File: src/rtl/pwm_pkg.sv
// Shared constants for the PWM bank: register map offsets above the duty
// registers, reset values and the address-space fit check.
package pwm_pkg;

  localparam int ADDR_DIV_OFS = 0;
  localparam int ADDR_PER_OFS = 1;
  localparam int ADDR_POL_OFS = 2;
  localparam int NUM_CFG_REGS = 3;

  localparam int DUTY_RST = 0;
  localparam int DIV_RST  = 0;
  localparam int POL_RST  = 0;

  // Duty registers plus the three config registers must fit the address space.
  function automatic bit addr_map_fits(input int num_ch, input int addr_w);
    return (num_ch + NUM_CFG_REGS) <= (1 << addr_w);
  endfunction

endpackage

File: src/rtl/pwm_bank_ctrl_prescaler.sv
// Clock-enable prescaler: emits tick every (div+1) cycles while ena is high,
// restarting its count whenever div is rewritten.
module pwm_prescaler
  import pwm_pkg::*;
#(
  parameter int DIV_W = 4
) (
  input  logic             clk,
  input  logic             rst_n,
  input  logic             ena,
  input  logic             div_we,
  input  logic [DIV_W-1:0] div_wdata,
  output logic             tick
);

  logic [DIV_W-1:0] div_q;
  logic [DIV_W-1:0] psc_q;
  logic [DIV_W-1:0] psc_d;

  assign tick = ena && (psc_q == div_q);

  always_comb begin
    psc_d = psc_q;
    if (div_we || !ena || tick) begin
      psc_d = '0;
    end else begin
      psc_d = psc_q + 1'b1;
    end
  end

  always_ff @(posedge clk or negedge rst_n) begin
    if (!rst_n) begin
      div_q <= DIV_W'(DIV_RST);
      psc_q <= '0;
    end else begin
      if (div_we) div_q <= div_wdata;
      psc_q <= psc_d;
    end
  end

endmodule

File: src/rtl/pwm_bank_ctrl.sv
// Multi-channel PWM engine: shared period counter, double-buffered duty and
// period registers swapped atomically at wrap, per-channel polarity.
module pwm_bank_ctrl
  import pwm_pkg::*;
#(
  parameter int NUM_CH = 8,
  parameter int CNT_W  = 10,
  parameter int DIV_W  = 4,
  parameter int ADDR_W = 4
) (
  input  logic              clk,
  input  logic              rst_n,
  input  logic              ena,
  input  logic              wr_valid,
  output logic              wr_ready,
  input  logic [ADDR_W-1:0] wr_addr,
  input  logic [15:0]       wr_data,
  output logic [NUM_CH-1:0] pwm_out,
  output logic              period_start,
  output logic              wr_err
);

  if (!addr_map_fits(NUM_CH, ADDR_W)) begin : g_bad_cfg
    $error("pwm_bank_ctrl: NUM_CH+3 registers do not fit in ADDR_W address bits");
  end

  localparam logic [ADDR_W-1:0] A_DIV = ADDR_W'(NUM_CH + ADDR_DIV_OFS);
  localparam logic [ADDR_W-1:0] A_PER = ADDR_W'(NUM_CH + ADDR_PER_OFS);
  localparam logic [ADDR_W-1:0] A_POL = ADDR_W'(NUM_CH + ADDR_POL_OFS);

  logic              wr_ready_q;
  logic              wr_err_q;
  logic              pstart_q;
  logic [CNT_W-1:0]  cnt_q, cnt_d;
  logic [CNT_W-1:0]  per_sh_q, per_act_q;
  logic [NUM_CH-1:0] pol_q;
  logic              wr_fire, sel_duty, sel_div, sel_per, sel_pol;
  logic              tick, wrap, load_act;
  logic              unused_wr_data;

  assign unused_wr_data = ^wr_data;

  assign wr_ready     = wr_ready_q;
  assign wr_err       = wr_err_q;
  assign period_start = pstart_q;

  assign wr_fire  = wr_valid && wr_ready_q;
  assign sel_duty = int'(wr_addr) < NUM_CH;
  assign sel_div  = (wr_addr == A_DIV);
  assign sel_per  = (wr_addr == A_PER);
  assign sel_pol  = (wr_addr == A_POL);

  pwm_prescaler #(.DIV_W(DIV_W)) u_psc (
    .clk       (clk),
    .rst_n     (rst_n),
    .ena       (ena),
    .div_we    (wr_fire && sel_div),
    .div_wdata (wr_data[DIV_W-1:0]),
    .tick      (tick)
  );

  assign wrap = tick && (cnt_q == per_act_q);
  // While idle the active copies follow the shadows so a restart uses fresh values.
  assign load_act = !ena || wrap;

  always_comb begin
    cnt_d = cnt_q;
    if (!ena || wrap) begin
      cnt_d = '0;
    end else if (tick) begin
      cnt_d = cnt_q + 1'b1;
    end
  end

  always_ff @(posedge clk or negedge rst_n) begin
    if (!rst_n) begin
      wr_ready_q <= 1'b0;
      wr_err_q   <= 1'b0;
      pstart_q   <= 1'b0;
      cnt_q      <= '0;
      per_sh_q   <= '1;
      per_act_q  <= '1;
      pol_q      <= NUM_CH'(POL_RST);
    end else begin
      wr_ready_q <= 1'b1;
      wr_err_q   <= wr_fire && !(sel_duty || sel_div || sel_per || sel_pol);
      pstart_q   <= wrap;
      cnt_q      <= cnt_d;
      if (load_act) per_act_q <= per_sh_q;
      if (wr_fire && sel_per) per_sh_q <= wr_data[CNT_W-1:0];
      if (wr_fire && sel_pol) pol_q <= wr_data[NUM_CH-1:0];
    end
  end

  for (genvar i = 0; i < NUM_CH; i++) begin : g_ch
    logic [CNT_W-1:0] duty_sh_q, duty_act_q;
    logic             pwm_q;

    always_ff @(posedge clk or negedge rst_n) begin
      if (!rst_n) begin
        duty_sh_q  <= CNT_W'(DUTY_RST);
        duty_act_q <= CNT_W'(DUTY_RST);
        pwm_q      <= 1'b0;
      end else begin
        if (wr_fire && (wr_addr == ADDR_W'(i))) duty_sh_q <= wr_data[CNT_W-1:0];
        if (load_act) duty_act_q <= duty_sh_q;
        pwm_q <= ena ? ((cnt_q < duty_act_q) ^ pol_q[i]) : pol_q[i];
      end
    end

    assign pwm_out[i] = pwm_q;
  end

endmodule

File: config.mk
export PLATFORM = sky130hd
export DESIGN_NAME = pwm_bank_ctrl
export DESIGN_NICKNAME = d
export VERILOG_FILES = /design/src/rtl/pwm_pkg.sv /design/src/rtl/pwm_bank_ctrl_prescaler.sv /design/src/rtl/pwm_bank_ctrl.sv
export SDC_FILE = /design/constraint.sdc
export NUM_CORES = 1
export LEC_CHECK = 0
export ABC_AREA = 1
export CORE_ASPECT_RATIO = 0.7
export CORE_MARGIN = 2
export CORE_UTILIZATION = 40
export CTS_CLUSTER_DIAMETER = 40
export CTS_CLUSTER_SIZE = 16
export DETAILED_ROUTE_END_ITERATION = 6
export PLACE_DENSITY = 0.6
export SLEW_MARGIN = 20
export SYNTH_ARGS = -nofsm -noshare
export SYNTH_HDL_FRONTEND = slang
export SYNTH_SLANG_ARGS = --single-unit
File: constraint.sdc
create_clock -name clk -period 1.83 [get_ports clk]
set_input_delay 0.2745 -clock clk [delete_from_list [all_inputs] [get_ports clk]]
set_output_delay 0.2745 -clock clk [all_outputs]
set_load 0.05 [all_outputs]
After elaboration in Yosys (flattened, before gate mapping)
Cells that the tools add are included.

storage, ports and cells
  memories kept = 0
  memory bits (read-only) = 0
  bits in registers = 217
  latch bits = 0
  memory bits (writable) = 0
  output and inout bits = 11

operators by class
  shifts and indexed selects = 0
  muxes and demuxes = 11
  $lt $le $gt $ge = 9
  divide/modulo/power cells = 0
  eq/ne operators = 12
  bitwise gates (word level) = 8
  add/subtract/negate cells = 2
  reduce and logical (&&, ||, !) cells = 25
  multiply operators = 0

operators by type and width
  operator                                                          number
  10-bit less-than comparator                                       8
  10-bit two-way mux                                                2
  4-bit by 3-bit == test with 1-bit output (second input constant)  4
  1-bit logical AND                                                 15
  4-bit == test (second input constant)                             3
  10-bit by 1-bit adder with 10-bit output (second input constant)  1
  10-bit == test                                                    1
  4-bit by 2-bit == test with 1-bit output (second input constant)  2
  1-bit two-way mux                                                 8
  1-bit XOR                                                         8
  1-bit logical OR                                                  6
  4-bit by 1-bit adder with 4-bit output (second input constant)    1
  4-bit by 1-bit == test with 1-bit output (second input constant)  1
  4-bit == test                                                     1
  4-bit logical NOT                                                 1
  4-bit less-than comparator (second input constant)                1
  4-bit two-way mux                                                 1
  1-bit logical NOT                                                 2
  2-bit nonzero test                                                1

Logic depth before layout (Yosys ltp)
Gate-level depths: netlist of the first run.

  depth after elaboration = 6
  mapped depth = 12
  depth with buffers taken out = 10

Modules after synthesis
A second synthesis of the first run with hierarchy kept.

second synthesis, totals
  cells, all modules = 1247
  area total of the unflattened synthesis = 10930.5 µm²

modules (own cells, without submodules)
  module         area an instance (µm²)  cells each  times used
  pwm_bank_ctrl  10532.6                 1200        1
  pwm_prescaler  397.9                   47          1

Worst setup path before layout of the first run
No wires, ideal clock.

  path kind = reg-to-reg
  from = reg cnt_q[2]
  to = reg g_ch[0].duty_act_q[0]
  arrival time = 1703 ps
  stages on the path, launching flop included = 11
  required time = 1764 ps
  path slack = 61 ps
  buffers on the path = 3
  period minus slack after synthesis = 1769 ps
  path through = dfrtp_1 -> clkbuf_1 -> xnor2_1 -> nand2_1 -> nor2_1 -> nand3_4 -> nand2_1 -> buf_6 -> buf_6 -> nand2_1 -> nand2_1

between the ends
  longest elaborated chain between the ends = 3

ends and longest elaborated chain
  element                 RTL line              RTL
  from (decl)             pwm_bank_ctrl.sv:34   logic [CNT_W-1:0] cnt_q, cnt_d;
  from (signal assigned)  pwm_bank_ctrl.sv:88   cnt_q <= cnt_d;
  10-bit == test          pwm_bank_ctrl.sv:62   assign wrap = tick && (cnt_q == per_act_q);
  1-bit logical AND       pwm_bank_ctrl.sv:62
  1-bit logical OR        pwm_bank_ctrl.sv:64   assign load_act = !ena || wrap;
  to (signal assigned)    pwm_bank_ctrl.sv:102  duty_act_q <= CNT_W'(DUTY_RST);
  to (signal assigned)    pwm_bank_ctrl.sv:106  if (load_act) duty_act_q <= duty_sh_q;
  to (decl)               pwm_bank_ctrl.sv:96   logic [CNT_W-1:0] duty_sh_q, duty_act_q;

Every way passes these cells.
A chain may end at the register's enable or synchronous reset.

Final worst setup path of the first run
  from = reg per_act_q[9]
  to = reg per_act_q[0]

between the ends
  longest elaborated chain between the ends = 3

ends and longest elaborated chain
  element                 RTL line             RTL
  from (decl)             pwm_bank_ctrl.sv:35  logic [CNT_W-1:0] per_sh_q, per_act_q;
  from (signal assigned)  pwm_bank_ctrl.sv:89  if (load_act) per_act_q <= per_sh_q;
  10-bit == test          pwm_bank_ctrl.sv:62
  1-bit logical AND       pwm_bank_ctrl.sv:62
  1-bit logical OR        pwm_bank_ctrl.sv:64

Every way passes these cells.

==> out/summary.txt, run 1 <==
Cell taking the most area after synthesis = dfrtp_1
Rows = 49
Clock Latency Late Sink = 0.53 ns
GR Overflow Total = 0
Finished Core Util = 50.2%
Final setup vio count = 0
Mux cell area share after synthesis = 0%
Post-synthesis cell count = 1,254
CTS tree = yes
Post-route minimum period = 1.82 ns
Die width = 198 µm
Unique masters post-synth = 26
Final hold viol count = 0
Number of global-route vias before repair = 7,700
Worst EP required = 2.31 ns
Initial DRC Count = 618
Leak = 6.65 nW
Wire per inst = 17.0 µm
Critical path endpoint category = register
Status = finished clean
DRT Wirelength = 28.8 mm
Drt drc = 0
Initial antenna violation count = 0
Rel. slew slack = 66.4%
I/O pin total = 35
Adder-cell area share of the yosys netlist = 8.76%
Tightest Pin Transition = 0.504 ns
RSZ-0062 raised after global routing = yes
Achievable frequency = 550 MHz
DP Wirelength = 16.8 mm
Worst Hold Class = in -> reg
Post-synth EDFFs = 0
Critical Path Max Stage Delay = 0.54 ns
Die Y = 140 µm
Total vias in the final route = 8,377
Post-placement cell count = 1,631
Largest net degree at the start of global routing = 96
Syn Nets = 1,352
Register area share after synthesis = 51.6%
Area grow syn2layout = 22.6%
Crit start category = register
Global-route wire length before repair = 42.8 mm
Synthesized flop and latch total = 217
Max-slew violations = 0
Pwr/cell area = 1140 mW/mm²
Commonest cells post-synth = nand2_1, dfrtp_1, nand3_1
Max-cap violation count = 0
Vias per cell = 4.95
Antenna Nets Post-Route = 0
Initial Util = 41.0%
Main synth FF type = dfrtp_1
Area contributors post-synth = dfrtp_1, nand2_1, ha_1
Worst-path clk slew = 0.06 ns
VDD IR max = 0.943 mV
Worst-path fanout max = 10
Area of the mapped netlist = 0.0106 mm²
Crit path cell chain = inv_1 -> nand2_1 -> nand2_1 -> nor2_2 -> nand2_1 -> nor2_2 -> nand3_4 -> buf_12 -> nand2_8 -> clkbuf_16 -> nand2_1 -> nand2_1
Fraction of layout cells with a size suffix above 1 = 14.6%
# H-tree levels = 1
# clock sinks = 217
Xor/xnor cell area share of the yosys netlist = 1.49%
Fin cells = 1,693
Worst Clk Skew = 0.0168 ns
Cts bufs inserted = 25
Post-Synth Simple-Gate Area = 23.9%
Synth Area in Compound Gates = 7.09%
CP Buf/Inv Count = 3
Most used cell, CP = nand2_1
Critical-path top delay cell = dfstp_2
Final clock period utilization by the worst path = 99.4%
Gp weighted congestion = 0.821
Avg Synthesized Cell Area = 8.43 µm²
Ant diodes = 0
Total iterations of the first detailed-routing run = 5
Worst hold slack = 0.247 ns
Tot GR Track Use = 20.1%
CP arrival = 2.29 ns
Total core area = 0.0258 mm²
Full die area = 0.0278 mm²
Post-synth top area share = 46.6%
Top delay family on crit path = simple AND/OR/NAND/NOR gates
Longest Clk Path Bufs = 3
Clk root buf = clkbuf_16
Cell with the most instances after synthesis = nand2_1
Main combinational cell family by area after synthesis = simple AND/OR/NAND/NOR gates
Syn. warnings = 0
Port buffer count = 28
Fin nets = 1,416
Crit Path Class = reg -> reg
Ys async rst share = 100%
per-stage QoR:
step | cell area, µm² | power, mW | setup WS, ns | TNS [ns]
floorplan | 10600 | 8.55 | 0.0606 | 0
global placement | 11600 | 9.40 | 0.0333 | 0
detailed placement | 11600 | 9.50 | -0.00571 | -0.0116
CTS | 12500 | 14.6 | 0.0282 | 0
global route | 13000 | 15.7 | -0.0739 | -2.77
finish | 13000 | 14.8 | 0.0112 | 0
report_power, final:
part	internal [mW]	total [mW]	leakage, nW	switching (mW)
clock	3.00	5.06	0.404	2.06
combinational	1.35	3.41	3.46	2.06
sequential	5.81	6.35	2.78	0.539
total	10.2	14.8	6.65	4.65
worst register-to-register path, delay by kind of cell (launching register included):
family	cells	cell delay, ns
buffers and inverters	3	0.40
DFF	1	0.54
and+or+nand+nor	9	0.82
layout by cell type (no fill, tap or decap):
cell,count
dfrtp_1,197
nand4_1,7
inv_2,3
xor2_1,4
o21ai_0,110
buf_4,37
buf_12,21
clkbuf_1,3
nand2_8,3
clkinv_4,4
or2_2,1
nand3_4,1
buf_6,3
dfstp_2,20
a21oi_1,26
nor2_4,1
inv_1,110
dlygate4sd3_1,1
nand3_1,118
clkinv_2,3
clkdlybuf4s50_1,15
nor2_2,4
clkbuf_16,33
dlygate4sd2_1,10
nor3_1,2
xnor2_1,14
a21o_1,8
nand2_2,44
clkbuf_8,5
clkinvlp_4,3
nand2_1,378
nand2_4,4
a21oi_2,1
buf_16,1
buf_8,1
clkinv_1,1
ha_1,74
conb_1,1
bufinv_16,2
nor2_1,62
layer usage:
metal | wire [µm] | global-route usage [%]
met5 | 0 | 0
met4 | 420 | 3.52
met3 | 1640 | 3.73
met2 | 12700 | 30.9
met1 | 14100 | 29.9
what timing repair did:
item	in CTS	in global routing
gates resized for setup	12	68
pin swaps	0	8
setup endpoints to repair	41	78
cloned	0	14
buffers inserted	0	2
hold buffers	1	0
endpoints found under the hold margin	41	0
cells by family (layout without fill, tap and decap cells):
family / Yosys count / count (layout)
buffers and inverters: 176 / 256
XOR/XNOR: 18 / 18
flip-flops: 217 / 217
AND/OR/NAND/NOR: 623 / 625
other: 1 / 1
AO/OA/AOI/OAI: 145 / 145
adder cells (fa/ha/maj): 74 / 74
sequential cells by signal, indices dropped and copies added (netlist names):
signal and flops:
g_ch.duty_act_q 80, g_ch.duty_sh_q 80, cnt_q 10, per_act_q 10, per_sh_q 10, g_ch.pwm_q 8
pol_q 8, u_psc.div_q 4, u_psc.psc_q 4, period_start 1, wr_err 1, wr_ready 1
worst paths after layout:
path	start	endpoint	slack, ns	cells after the start
max in group asynchronous	rst_n	g_ch[3].duty_act_q[1]	0.94	3
min reg2reg	per_sh_q[3]	per_act_q[3]	0.46	2
max	per_act_q[9]	per_act_q[0]	0.01	12
min in group asynchronous	rst_n	g_ch[6].duty_act_q[6]	0.26	2
max reg2reg	per_act_q[9]	per_act_q[0]	0.01	12
min	ena	per_act_q[6]	0.25	4
area by class of cell:
type / instances / area [µm²]
clock buffer: 33 / 706
clock inverter: 12 / 133
fill: 2429 / 12800
inverter: 114 / 428
multi-input combinational: 863 / 4570
sequential: 217 / 5460
tap: 357 / 447
timing repair buffer: 97 / 1220
(Power assumes the default switching activity.)
==> run 2, diff against run 1 <==
- ABC_CLOCK_PERIOD_IN_PS: unset -> 1830
==> results of run 2 <==
Final layout, timing and power as in run 1 (identical DEF).
